## src/rtl/regbank_write_sequencer.sv

```systemverilog
// Writeback sequencer: accept-to-enable 1 cycle (loads: 1 cycle after mem_data_valid); req_ready low outside IDLE.
// Optional MEM_TIMEOUT_EN: a load waiting TIMEOUT_CYCLES without data faults with a PC/SP-only write.
module regbank_write_sequencer #(
  parameter int REGISTER_LENGTH = 32,
  parameter int ADDR_WIDTH      = 32,
  parameter int TIMEOUT_CYCLES  = 255
) (
  input  logic                       slow_clock,
  input  logic                       reset,
  input  logic                       req_valid,
  output logic                       req_ready,
  input  logic [2:0]                 req_kind,
  input  logic [3:0]                 req_dest,
  input  logic [REGISTER_LENGTH-1:0] req_alu_result,
  input  logic [ADDR_WIDTH-1:0]      req_new_PC,
  input  logic [REGISTER_LENGTH-1:0] req_new_SP,
  input  logic                       mem_data_valid,
  input  logic [REGISTER_LENGTH-1:0] mem_data,
  output logic                       enable,
  output logic [2:0]                 control,
  output logic [3:0]                 register_Dest,
  output logic [REGISTER_LENGTH-1:0] ALU_result,
  output logic [REGISTER_LENGTH-1:0] data_from_memory,
  output logic [ADDR_WIDTH-1:0]      new_PC,
  output logic [REGISTER_LENGTH-1:0] new_SP,
  output logic                       privileged,
  output logic                       fault
);

  typedef enum logic [1:0] {IDLE, ISSUE, WAIT_MEM, FAULT} state_t;

  localparam logic [2:0] KIND_LOAD   = 3'd3;
  localparam logic [2:0] KIND_SYSCALL = 3'd4;
  localparam logic [2:0] KIND_SYSRET = 3'd5;

  state_t                     state;
  logic [3:0]                 lat_dest;
  logic [REGISTER_LENGTH-1:0] lat_alu;
  logic [ADDR_WIDTH-1:0]      lat_pc;
  logic [REGISTER_LENGTH-1:0] lat_sp;
  logic                       illegal;

`ifdef MEM_TIMEOUT_EN
  localparam int CNT_W = (TIMEOUT_CYCLES > 255) ? $clog2(TIMEOUT_CYCLES + 1) : 8;
  logic [CNT_W-1:0] wait_cnt;
`endif

  assign illegal = (req_kind == 3'd2) || (req_kind == 3'd7) ||
                   ((req_kind == KIND_SYSCALL) && privileged) ||
                   ((req_kind == KIND_SYSRET) && !privileged);

  always_ff @(posedge slow_clock) begin
    if (!reset) begin
      state            <= IDLE;
      req_ready        <= 1'b0;
      enable           <= 1'b0;
      fault            <= 1'b0;
      control          <= '0;
      register_Dest    <= '0;
      ALU_result       <= '0;
      data_from_memory <= '0;
      new_PC           <= '0;
      new_SP           <= '0;
      privileged       <= 1'b0;
      lat_dest         <= '0;
      lat_alu          <= '0;
      lat_pc           <= '0;
      lat_sp           <= '0;
`ifdef MEM_TIMEOUT_EN
      wait_cnt         <= '0;
`endif
    end else begin
      enable <= 1'b0;
      fault  <= 1'b0;
      case (state)
        IDLE: begin
          req_ready <= 1'b1;
          if (req_valid && req_ready) begin
            req_ready <= 1'b0;
            lat_dest  <= req_dest;
            lat_alu   <= req_alu_result;
            lat_pc    <= req_new_PC;
            lat_sp    <= req_new_SP;
            if (illegal) begin
              // Trap rejected: still advance PC/SP so the core does not re-execute it
              state         <= FAULT;
              fault         <= 1'b1;
              enable        <= 1'b1;
              control       <= 3'd0;
              register_Dest <= req_dest;
              new_PC        <= req_new_PC;
              new_SP        <= req_new_SP;
            end else if (req_kind == KIND_LOAD) begin
              state <= WAIT_MEM;
`ifdef MEM_TIMEOUT_EN
              wait_cnt <= '0;
`endif
            end else begin
              state         <= ISSUE;
              enable        <= 1'b1;
              control       <= req_kind;
              register_Dest <= req_dest;
              ALU_result    <= req_alu_result;
              new_PC        <= req_new_PC;
              new_SP        <= req_new_SP;
              if (req_kind == KIND_SYSCALL) privileged <= 1'b1;
              if (req_kind == KIND_SYSRET)  privileged <= 1'b0;
            end
          end
        end
        ISSUE, FAULT: begin
          state     <= IDLE;
          req_ready <= 1'b1;
        end
        WAIT_MEM: begin
          // Data arriving on the terminal-count cycle takes priority over the timeout
          if (mem_data_valid) begin
            state            <= ISSUE;
            enable           <= 1'b1;
            control          <= KIND_LOAD;
            data_from_memory <= mem_data;
            register_Dest    <= lat_dest;
            ALU_result       <= lat_alu;
            new_PC           <= lat_pc;
            new_SP           <= lat_sp;
          end
`ifdef MEM_TIMEOUT_EN
          else if (wait_cnt == CNT_W'(TIMEOUT_CYCLES - 1)) begin
            state         <= FAULT;
            fault         <= 1'b1;
            enable        <= 1'b1;
            control       <= 3'd0;
            register_Dest <= lat_dest;
            new_PC        <= lat_pc;
            new_SP        <= lat_sp;
          end else begin
            wait_cnt <= wait_cnt + 1'b1;
          end
`endif
        end
        default: begin
          state     <= IDLE;
          req_ready <= 1'b0;
        end
      endcase
    end
  end

endmodule
```

## config.mk

```make
export PLATFORM = sky130hd
export DESIGN_NAME = regbank_write_sequencer
export DESIGN_NICKNAME = d
export VERILOG_FILES = /design/src/rtl/regbank_write_sequencer.sv
export SDC_FILE = /design/constraint.sdc
export NUM_CORES = 1
export LEC_CHECK = 0
export CAP_MARGIN = 40
export CORE_MARGIN = 8
export CORE_UTILIZATION = 50
export DETAILED_ROUTE_END_ITERATION = 6
export GPL_ROUTABILITY_DRIVEN = 0
export PLACE_DENSITY = 0.89
export SYNTH_ARGS = -nofsm -noshare
export SYNTH_HDL_FRONTEND = slang
export SYNTH_SLANG_ARGS = --single-unit
```

## constraint.sdc

```tcl
create_clock -name slow_clock -period 6.6 [get_ports slow_clock]
set_input_delay 1.98 -clock slow_clock [delete_from_list [all_inputs] [get_ports slow_clock]]
set_output_delay 1.98 -clock slow_clock [all_outputs]
set_load 0.05 [all_outputs]
```

==> impl_metrics.prom, run 1 <==
# TYPE chip_impl_metric gauge
chip_impl_metric{name="rows",unit=""} 50
chip_impl_info{name="min_to",value="lat_sp[9]$_SDFFE_PN0P_"} 1
chip_impl_metric{name="dr.pass1.iters",unit=""} 5
chip_impl_info{name="critical_path_class",value="in -> reg"} 1
chip_impl_metric{name="critPathBufInv",unit=""} 3
chip_impl_metric{name="seq_area",unit="µm²"} 4820
chip_impl_metric{name="cts.htree.levels",unit=""} 1
chip_impl_info{name="worstPathCellList",value="clkdlybuf4s50_1 -> nor4bb_2 -> nor4_4 -> buf_4 -> buf_12 -> nand3_1 -> o221a_2"} 1
chip_impl_metric{name="post_route_cells_drive_above_1_share",unit="%"} 6.98
chip_impl_metric{name="portBuffers",unit=""} 277
chip_impl_metric{name="number_of_synthesized_register_bits",unit=""} 241
chip_impl_metric{name="finalNetCount",unit=""} 1541
chip_impl_info{name="synth_ff_type",value="dfxtp_1"} 1
chip_impl_metric{name="yosys_warnings",unit=""} 0
chip_impl_info{name="result_of_the_run",value="finished, final reports clean"} 1
chip_impl_metric{name="area_of_the_multi_input_gates",unit="µm²"} 4090
chip_impl_info{name="synthMostInstantiatedCell",value="nand2_1"} 1
chip_impl_metric{name="timing.final.crit_period",unit="ns"} 3.85
chip_impl_metric{name="worst_setup_hold_path_clk_slew",unit="ns"} 0.06
chip_impl_metric{name="worstPathRequired",unit="ns"} 6.99
chip_impl_metric{name="totalPowerFinal",unit="µW"} 3750
chip_impl_info{name="timing.critical_path.to_type",value="register"} 1
chip_impl_metric{name="synth.top_cell.area_share",unit="%"} 51.9
chip_impl_metric{name="p_leak",unit="µW"} 0.00470
chip_impl_metric{name="via_to_cell_ratio",unit=""} 5.52
chip_impl_metric{name="num_io_pins",unit=""} 278
chip_impl_metric{name="first_pass_grt_wire_length",unit="µm"} 45800
chip_impl_metric{name="fin_area",unit="µm²"} 13000
chip_impl_metric{name="fp.dieH",unit="µm"} 152
chip_impl_metric{name="cts_made_buffers",unit=""} 25
chip_impl_metric{name="postSynth.asyncResetShare",unit="%"} 0
chip_impl_info{name="cp-start-kind",value="input port"} 1
chip_impl_metric{name="drc",unit=""} 0
chip_impl_metric{name="cellPowerDensity",unit="nW/µm²"} 287
chip_impl_metric{name="critical_path_arrival",unit="ns"} 4.24
chip_impl_metric{name="cell_area_reported_after_detailed_placement",unit="µm²"} 12200
chip_impl_metric{name="globalRoute.totalOverflow",unit=""} 0
chip_impl_metric{name="post-dp-hpwl",unit="µm"} 18300
chip_impl_metric{name="post_cts_buffers",unit=""} 0
chip_impl_metric{name="antenna_violating_nets_post_route",unit=""} 0
chip_impl_metric{name="number_of_nets_produced_by_synthesis",unit=""} 1324
chip_impl_metric{name="ys_seq_area_share",unit="%"} 51.9
chip_impl_metric{name="max_stage_delay",unit="ns"} 0.57
chip_impl_metric{name="utilization",unit="%"} 70.7
chip_impl_metric{name="die_w",unit="µm"} 152
chip_impl_metric{name="cts_hold_repair.buffers",unit=""} 0
chip_impl_info{name="hold_path_class",value="reg -> reg"} 1
chip_impl_metric{name="area_of_the_placeable_core",unit="µm²"} 18500
chip_impl_metric{name="setup-violations-final",unit=""} 0
chip_impl_metric{name="reg2reg_slack",unit="ns"} 4.03
chip_impl_metric{name="clock-skew-final",unit="ns"} 0.0239
chip_impl_info{name="clockRootBuffer",value="clkbuf_16"} 1
chip_impl_info{name="top_layer",value="met5"} 1
chip_impl_metric{name="detail_route.wirelength.met1",unit="µm"} 10900
chip_impl_metric{name="syn2layout_area_growth",unit="%"} 40.3
chip_impl_info{name="min-delay-start",value="lat_sp[9]$_SDFFE_PN0P_"} 1
chip_impl_metric{name="cts_resized",unit=""} 0
chip_impl_metric{name="timing.max_cap.violations",unit=""} 0
chip_impl_metric{name="grt_pass1_vias",unit=""} 8928
chip_impl_metric{name="reg2reg_depth",unit=""} 4
chip_impl_metric{name="postRouteWirelength",unit="µm"} 28300
chip_impl_metric{name="final_hold_violation_count",unit=""} 0
chip_impl_metric{name="groute.usage.overall",unit="%"} 23.4
chip_impl_metric{name="slew_violations",unit=""} 0
chip_impl_metric{name="antenna_violations_before_repair",unit=""} 2
chip_impl_metric{name="initialDrtViolationCount",unit=""} 588
chip_impl_metric{name="cts_sinks",unit=""} 241
chip_impl_metric{name="number_of_cells_produced_by_synthesis",unit=""} 1185
chip_impl_info{name="worst_reg2reg_path_startpoint",value="state[1]$_SDFFE_PN0P_"} 1
chip_impl_metric{name="met3RoutedLength",unit="µm"} 2450
chip_impl_metric{name="die_area",unit="µm²"} 23200
chip_impl_info{name="critPathSlowestCell",value="clkdlybuf4s50_1"} 1
chip_impl_metric{name="hold_depth",unit=""} 2
chip_impl_metric{name="fillCellCount",unit=""} 1392
chip_impl_info{name="worstReg2RegEnd",value="new_SP[24]$_SDFFE_PN0P_"} 1
chip_impl_metric{name="grt_max_degree",unit=""} 123
chip_impl_metric{name="irDropWorstVdd",unit="mV"} 0.202
chip_impl_metric{name="mappedNetlistArea",unit="µm²"} 9300
chip_impl_metric{name="timing.slew.headroom",unit="%"} 39.4
chip_impl_info{name="synth_area_leaders",value="dfxtp_1 (52%), nand2_1 (19%), a21oi_1 (7.4%)"} 1
chip_impl_metric{name="holdWs",unit="ns"} 0.453
chip_impl_metric{name="finalSetupTns",unit="ns"} 0
chip_impl_metric{name="timing_worst_slew_pin_value",unit="ns"} 0.910
chip_impl_info{name="cts_tree",value="yes"} 1
chip_impl_metric{name="wl_per_cell",unit="µm"} 17.1
chip_impl_info{name="grt_setup_unrepaired",value="no"} 1
chip_impl_metric{name="min_period_over_period",unit="%"} 58.3
chip_impl_metric{name="routed-wl-met2",unit="µm"} 13700
chip_impl_metric{name="worst-path-max-fanout",unit=""} 59
chip_impl_info{name="yosysTopAreaCell",value="dfxtp_1"} 1
chip_impl_info{name="path_delay_family",value="buffers and inverters"} 1
chip_impl_metric{name="insertion_delay",unit="ns"} 0.52
chip_impl_metric{name="max_clock_freq",unit="GHz"} 0.260
chip_impl_metric{name="routed-via-count",unit=""} 9127
chip_impl_metric{name="synth_enable_flop_cells",unit=""} 0
chip_impl_metric{name="clock_tree.buffer_depth",unit=""} 3
chip_impl_info{name="synth.top_cells.by_count",value="nand2_1 (469), dfxtp_1 (241), a21oi_1 (137)"} 1
chip_impl_metric{name="yosys.cell_types.count",unit=""} 31
chip_impl_metric{name="floorplan.initialDensity",unit="%"} 50.4
chip_impl_metric{name="syn-mean-instance-area",unit="µm²"} 7.85
==> power by group <==
part	switching, µW	internal, µW
clock network	571	862
logic	447	267
registers	52.1	1550
==> worst max path at each step <==
stage	startpoint	to	slack (ns)	cells past startpoint
after global routing	req_kind[0]	new_SP[24]$_SDFFE_PN0P_	2.60	6
after floorplan	req_kind[0]	ALU_result[0]$_SDFFE_PN0P_	3.12	6
after CTS	req_ready$_SDFFE_PN0P_	req_ready	2.75	1
final	req_kind[0]	ALU_result[29]$_SDFFE_PN0P_	2.75	7
after global placement	req_kind[2]	ALU_result[27]$_SDFFE_PN0P_	2.20	5
after detailed placement	req_kind[0]	ALU_result[29]$_SDFFE_PN0P_	2.25	7
==> final cells by class <==
cell class                 instances  area share (%)
antenna                            1          0.0192
tap                              234            2.24
inverter                           2          0.0959
multi-input combinational        839            31.3
sequential                       241            37.0
clock buffer                      35            5.70
timing repair buffer             293            22.8
clock inverter                     9           0.796
==> layer usage <==
layer / vias up / GRT usage (%)
met5: - / 0
met4: 2 / 10.6
met3: 81 / 6.72
met2: 331 / 39.6
met1: 4287 / 27.1
li1: 4426 / -
==> cells in the final DEF, fill, tap and decap left out, types with 2 or more instances in the layout <==
cell type	n
clkbuf_16	25
nor2b_1	2
clkdlybuf4s50_1	277
and2_1	2
clkinv_2	5
a311oi_1	69
o21ai_0	5
buf_16	3
nor2_1	74
nand2_1	469
o221a_2	31
bufinv_16	2
clkbuf_8	8
buf_4	10
buf_8	2
nand3_1	32
clkbuf_1	2
dfxtp_1	241
a21oi_1	137
==> tightest hold or removal path: cells and delay by family, from the launching register on <==
family           cells  cell delay (ns)
flip-flops           1             0.31
AO/OA/AOI/OAI        1             0.05
AND/OR/NAND/NOR      1             0.05
==> state kept, by name, summed over array words and instances (netlist names), 2 cells and up <==
| name | flops |
|---|---|
| new_PC | 32 |
| lat_alu | 32 |
| lat_dest | 4 |
| state | 2 |
| lat_sp | 32 |
| new_SP | 32 |
| ALU_result | 32 |
| control | 3 |
| data_from_memory | 32 |
| lat_pc | 32 |
| register_Dest | 4 |
==> per-stage QoR <==
stage	worst slack [ns]	instances
2_1_floorplan	3.12	1185
3_3_place_gp	2.20	1603
3_5_place_dp	2.25	1609
4_1_cts	2.75	1653
5_1_grt	2.60	1654
6_report	2.75	1654
==> logic make-up (layout without fill, tap and decap cells) <==
group	Yosys count	count (layout)	share of synthesized area [%]
xor gates and xnor gates	2	2	0.188
DFF	241	241	51.9
and+or+nand+nor	590	590	25.0
AOI/OAI and AO/OA	247	247	18.4
buffers and inverters	105	339	4.48
other	0	1	0
No activity file was read; power rests on OpenSTA's default activity.
==> run 2, diff against run 1 <==
CORE_UTILIZATION = 43   (was 50)
PLACE_DENSITY = 0.82   (was 0.89)
clock period = 3.5 ns   (was 6.6 ns; I/O delays follow)
==> run 2 against run 1 <==
First-iteration DRC count is 19% lower. Sequential share of layout area is 0.078 points lower. Flip-flop and latch count is the same. Power rose by 82%. Critical path depth is 6 lower. Combinational power increased by 90%. Clock power grew 71%. Non-clock buffer count is 6 higher. Largest power group unchanged. Highest routed layer unchanged.
==> impl_metrics.prom, run 2 (synthesis gave the netlist of run 1 again) <==
# TYPE chip_impl_metric gauge
chip_impl_info{name="result_of_the_run",value="finished, final reports clean"} 1
chip_impl_metric{name="grt_pass1_vias",unit=""} 8524
chip_impl_info{name="clockRootBuffer",value="clkbuf_16"} 1
chip_impl_metric{name="slew_violations",unit=""} 0
chip_impl_metric{name="finalSetupTns",unit="ns"} 0
chip_impl_metric{name="critPathBufInv",unit=""} 1
chip_impl_metric{name="floorplan.initialDensity",unit="%"} 43.9
chip_impl_metric{name="clock-skew-final",unit="ns"} 0.00690
chip_impl_metric{name="reg2reg_depth",unit=""} 4
chip_impl_info{name="hold_path_class",value="reg -> reg"} 1
chip_impl_metric{name="final_cell_count_no_fill",unit=""} 1700
chip_impl_metric{name="fillCellCount",unit=""} 1811
chip_impl_metric{name="initialDrtViolationCount",unit=""} 476
chip_impl_info{name="min-delay-start",value="data_from_memory[17]$_SDFFE_PN0P_"} 1
chip_impl_metric{name="post_cts_buffers",unit=""} 0
chip_impl_metric{name="grt_max_degree",unit=""} 104
chip_impl_metric{name="cts.htree.levels",unit=""} 1
chip_impl_metric{name="fin_area",unit="µm²"} 13100
chip_impl_metric{name="syn2layout_area_growth",unit="%"} 40.6
chip_impl_info{name="worstPathCellList",value="clkdlybuf4s50_1"} 1
chip_impl_metric{name="first_pass_grt_wire_length",unit="µm"} 44700
chip_impl_info{name="critical_path_class",value="reg -> out"} 1
chip_impl_metric{name="place.detailed.instances",unit=""} 1656
chip_impl_metric{name="antenna_violations_before_repair",unit=""} 2
chip_impl_metric{name="irDropWorstVdd",unit="mV"} 0.322
chip_impl_info{name="grt_setup_unrepaired",value="no"} 1
chip_impl_metric{name="p_int",unit="µW"} 4830
chip_impl_metric{name="min_period_over_period",unit="%"} 82.1
chip_impl_metric{name="worstPathRequired",unit="ns"} 2.45
chip_impl_info{name="path_delay_family",value="buffers and inverters"} 1
chip_impl_metric{name="postRouteWirelength",unit="µm"} 28700
chip_impl_metric{name="insertion_delay",unit="ns"} 0.51
chip_impl_metric{name="critical_path_arrival",unit="ns"} 1.82
chip_impl_metric{name="post_route_cells_drive_above_1_share",unit="%"} 6.88
chip_impl_metric{name="clock_tree.buffer_depth",unit=""} 3
chip_impl_metric{name="wl_per_cell",unit="µm"} 16.9
chip_impl_metric{name="num_io_pins",unit=""} 278
chip_impl_metric{name="power.switching_fraction",unit="%"} 29.2
chip_impl_metric{name="p_leak",unit="µW"} 0.00469
chip_impl_metric{name="cellPowerDensity",unit="nW/µm²"} 522
chip_impl_metric{name="finalNetCount",unit=""} 1547
chip_impl_metric{name="post-dp-hpwl",unit="µm"} 18800
chip_impl_metric{name="worst-path-max-fanout",unit=""} 5
chip_impl_metric{name="timing.final.crit_period",unit="ns"} 2.87
chip_impl_metric{name="max_clock_freq",unit="GHz"} 0.348
chip_impl_metric{name="reg2reg_slack",unit="ns"} 1.30
chip_impl_metric{name="rows",unit=""} 53
chip_impl_info{name="worstReg2RegEnd",value="new_SP[16]$_SDFFE_PN0P_"} 1
chip_impl_metric{name="max_stage_delay",unit="ns"} 0.89
chip_impl_metric{name="cts_resized",unit=""} 0
chip_impl_info{name="min_to",value="data_from_memory[17]$_SDFFE_PN0P_"} 1
chip_impl_metric{name="pwr-share-comb",unit="%"} 19.9
chip_impl_info{name="layout.cells.most_common",value="nand2_1"} 1
chip_impl_metric{name="cts_made_buffers",unit=""} 25
chip_impl_metric{name="fp.dieH",unit="µm"} 163
chip_impl_metric{name="timing.slew.headroom",unit="%"} 57.8
chip_impl_metric{name="cell_area_reported_after_detailed_placement",unit="µm²"} 12300
chip_impl_metric{name="globalRoute.totalOverflow",unit=""} 0
chip_impl_info{name="worst_reg2reg_path_startpoint",value="state[1]$_SDFFE_PN0P_"} 1
chip_impl_metric{name="worst_setup_hold_path_clk_slew",unit="ns"} 0.06
chip_impl_metric{name="timing_worst_slew_pin_value",unit="ns"} 0.631
chip_impl_metric{name="groute.usage.overall",unit="%"} 20.3
chip_impl_metric{name="via_to_cell_ratio",unit=""} 5.31
chip_impl_info{name="cp-start-kind",value="register"} 1
chip_impl_metric{name="final_hold_violation_count",unit=""} 0
chip_impl_metric{name="net_switching_power",unit="µW"} 1990
chip_impl_metric{name="power.sequential.fraction",unit="%"} 44.2
chip_impl_metric{name="cts_sinks",unit=""} 241
chip_impl_metric{name="die_area",unit="µm²"} 26600
chip_impl_metric{name="die_w",unit="µm"} 163
chip_impl_metric{name="area_of_the_placeable_core",unit="µm²"} 21200
chip_impl_info{name="timing.critical_path.to_type",value="primary output"} 1
chip_impl_metric{name="dr.pass1.iters",unit=""} 6
chip_impl_info{name="cts_tree",value="yes"} 1
chip_impl_metric{name="power.clock.fraction",unit="%"} 35.8
chip_impl_metric{name="routed-via-count",unit=""} 9020
chip_impl_metric{name="antenna_violating_nets_post_route",unit=""} 0
chip_impl_info{name="layout_common_cells",value="nand2_1 (469), clkdlybuf4s50_1 (277), dfxtp_1 (241)"} 1
chip_impl_metric{name="hold_depth",unit=""} 2
chip_impl_metric{name="drc",unit=""} 0
chip_impl_info{name="critPathSlowestCell",value="clkdlybuf4s50_1"} 1
chip_impl_metric{name="cts_hold_repair.buffers",unit=""} 0
chip_impl_info{name="critical_path.startpoint",value="req_ready$_SDFFE_PN0P_"} 1
chip_impl_metric{name="critical_path_depth",unit=""} 1
chip_impl_metric{name="setup-violations-final",unit=""} 0
chip_impl_metric{name="portBuffers",unit=""} 277
chip_impl_metric{name="timing.max_cap.violations",unit=""} 0
## run 2: routing by layer
layer,routed length [µm],track usage [%],vias to the layer above
met2,13800,34.0,301
li1,-,-,4435
met5,15,0,-
met3,2070,5.13,66
met1,11700,24.5,4216
met4,1140,8.42,2
## run 2: worst reg2reg max path, cell delays in order, from the launching register on
cell	delay [ns]
dfxtp_1	0.51
nor2b_4	0.62
buf_4	0.56
nand2_1	0.12
a311oi_1	0.30
## run 2: metrics by stage
step / util, % / setup WS, ns / power [µW] / hold slack (ns)
2_1_floorplan: - / 0.953 / 3880 / 0.437
3_3_place_gp: 58.3 / 0.438 / 4420 / 0.441
3_5_place_dp: 58.3 / 0.311 / 4440 / 0.447
4_1_cts: 61.8 / 0.598 / 6880 / 0.455
5_1_grt: 61.8 / 0.578 / 7100 / 0.465
6_report: 61.8 / 0.627 / 6830 / 0.454
## run 2: how the worst max path moves through the flow
stage,to
3_3_place_gp,new_SP[15]$_SDFFE_PN0P_
6_report,req_ready
3_5_place_dp,new_SP[16]$_SDFFE_PN0P_
5_1_grt,req_ready
4_1_cts,req_ready
2_1_floorplan,ALU_result[0]$_SDFFE_PN0P_
## run 2: power by group through the flow
stage	logic [µW]	registers (µW)	clock network, µW
floorplan	423	3450	0
global placement	1350	3070	0
detailed placement	1370	3080	0
CTS	1370	3020	2490
global route	1450	3040	2610
finish	1360	3020	2450
## run 2: area by class of cell
type	instances	area [µm²]	share of cell area, %
flip-flops and latches	241	4820	36.9
multi-input cells	839	4090	31.3
repair buffers	299	3060	23.4
clock buffers	37	711	5.44
well taps	275	344	2.63
clock inverters	6	30.0	0.230
inverters	2	12.5	0.0957
diodes	1	2.50	0.0191
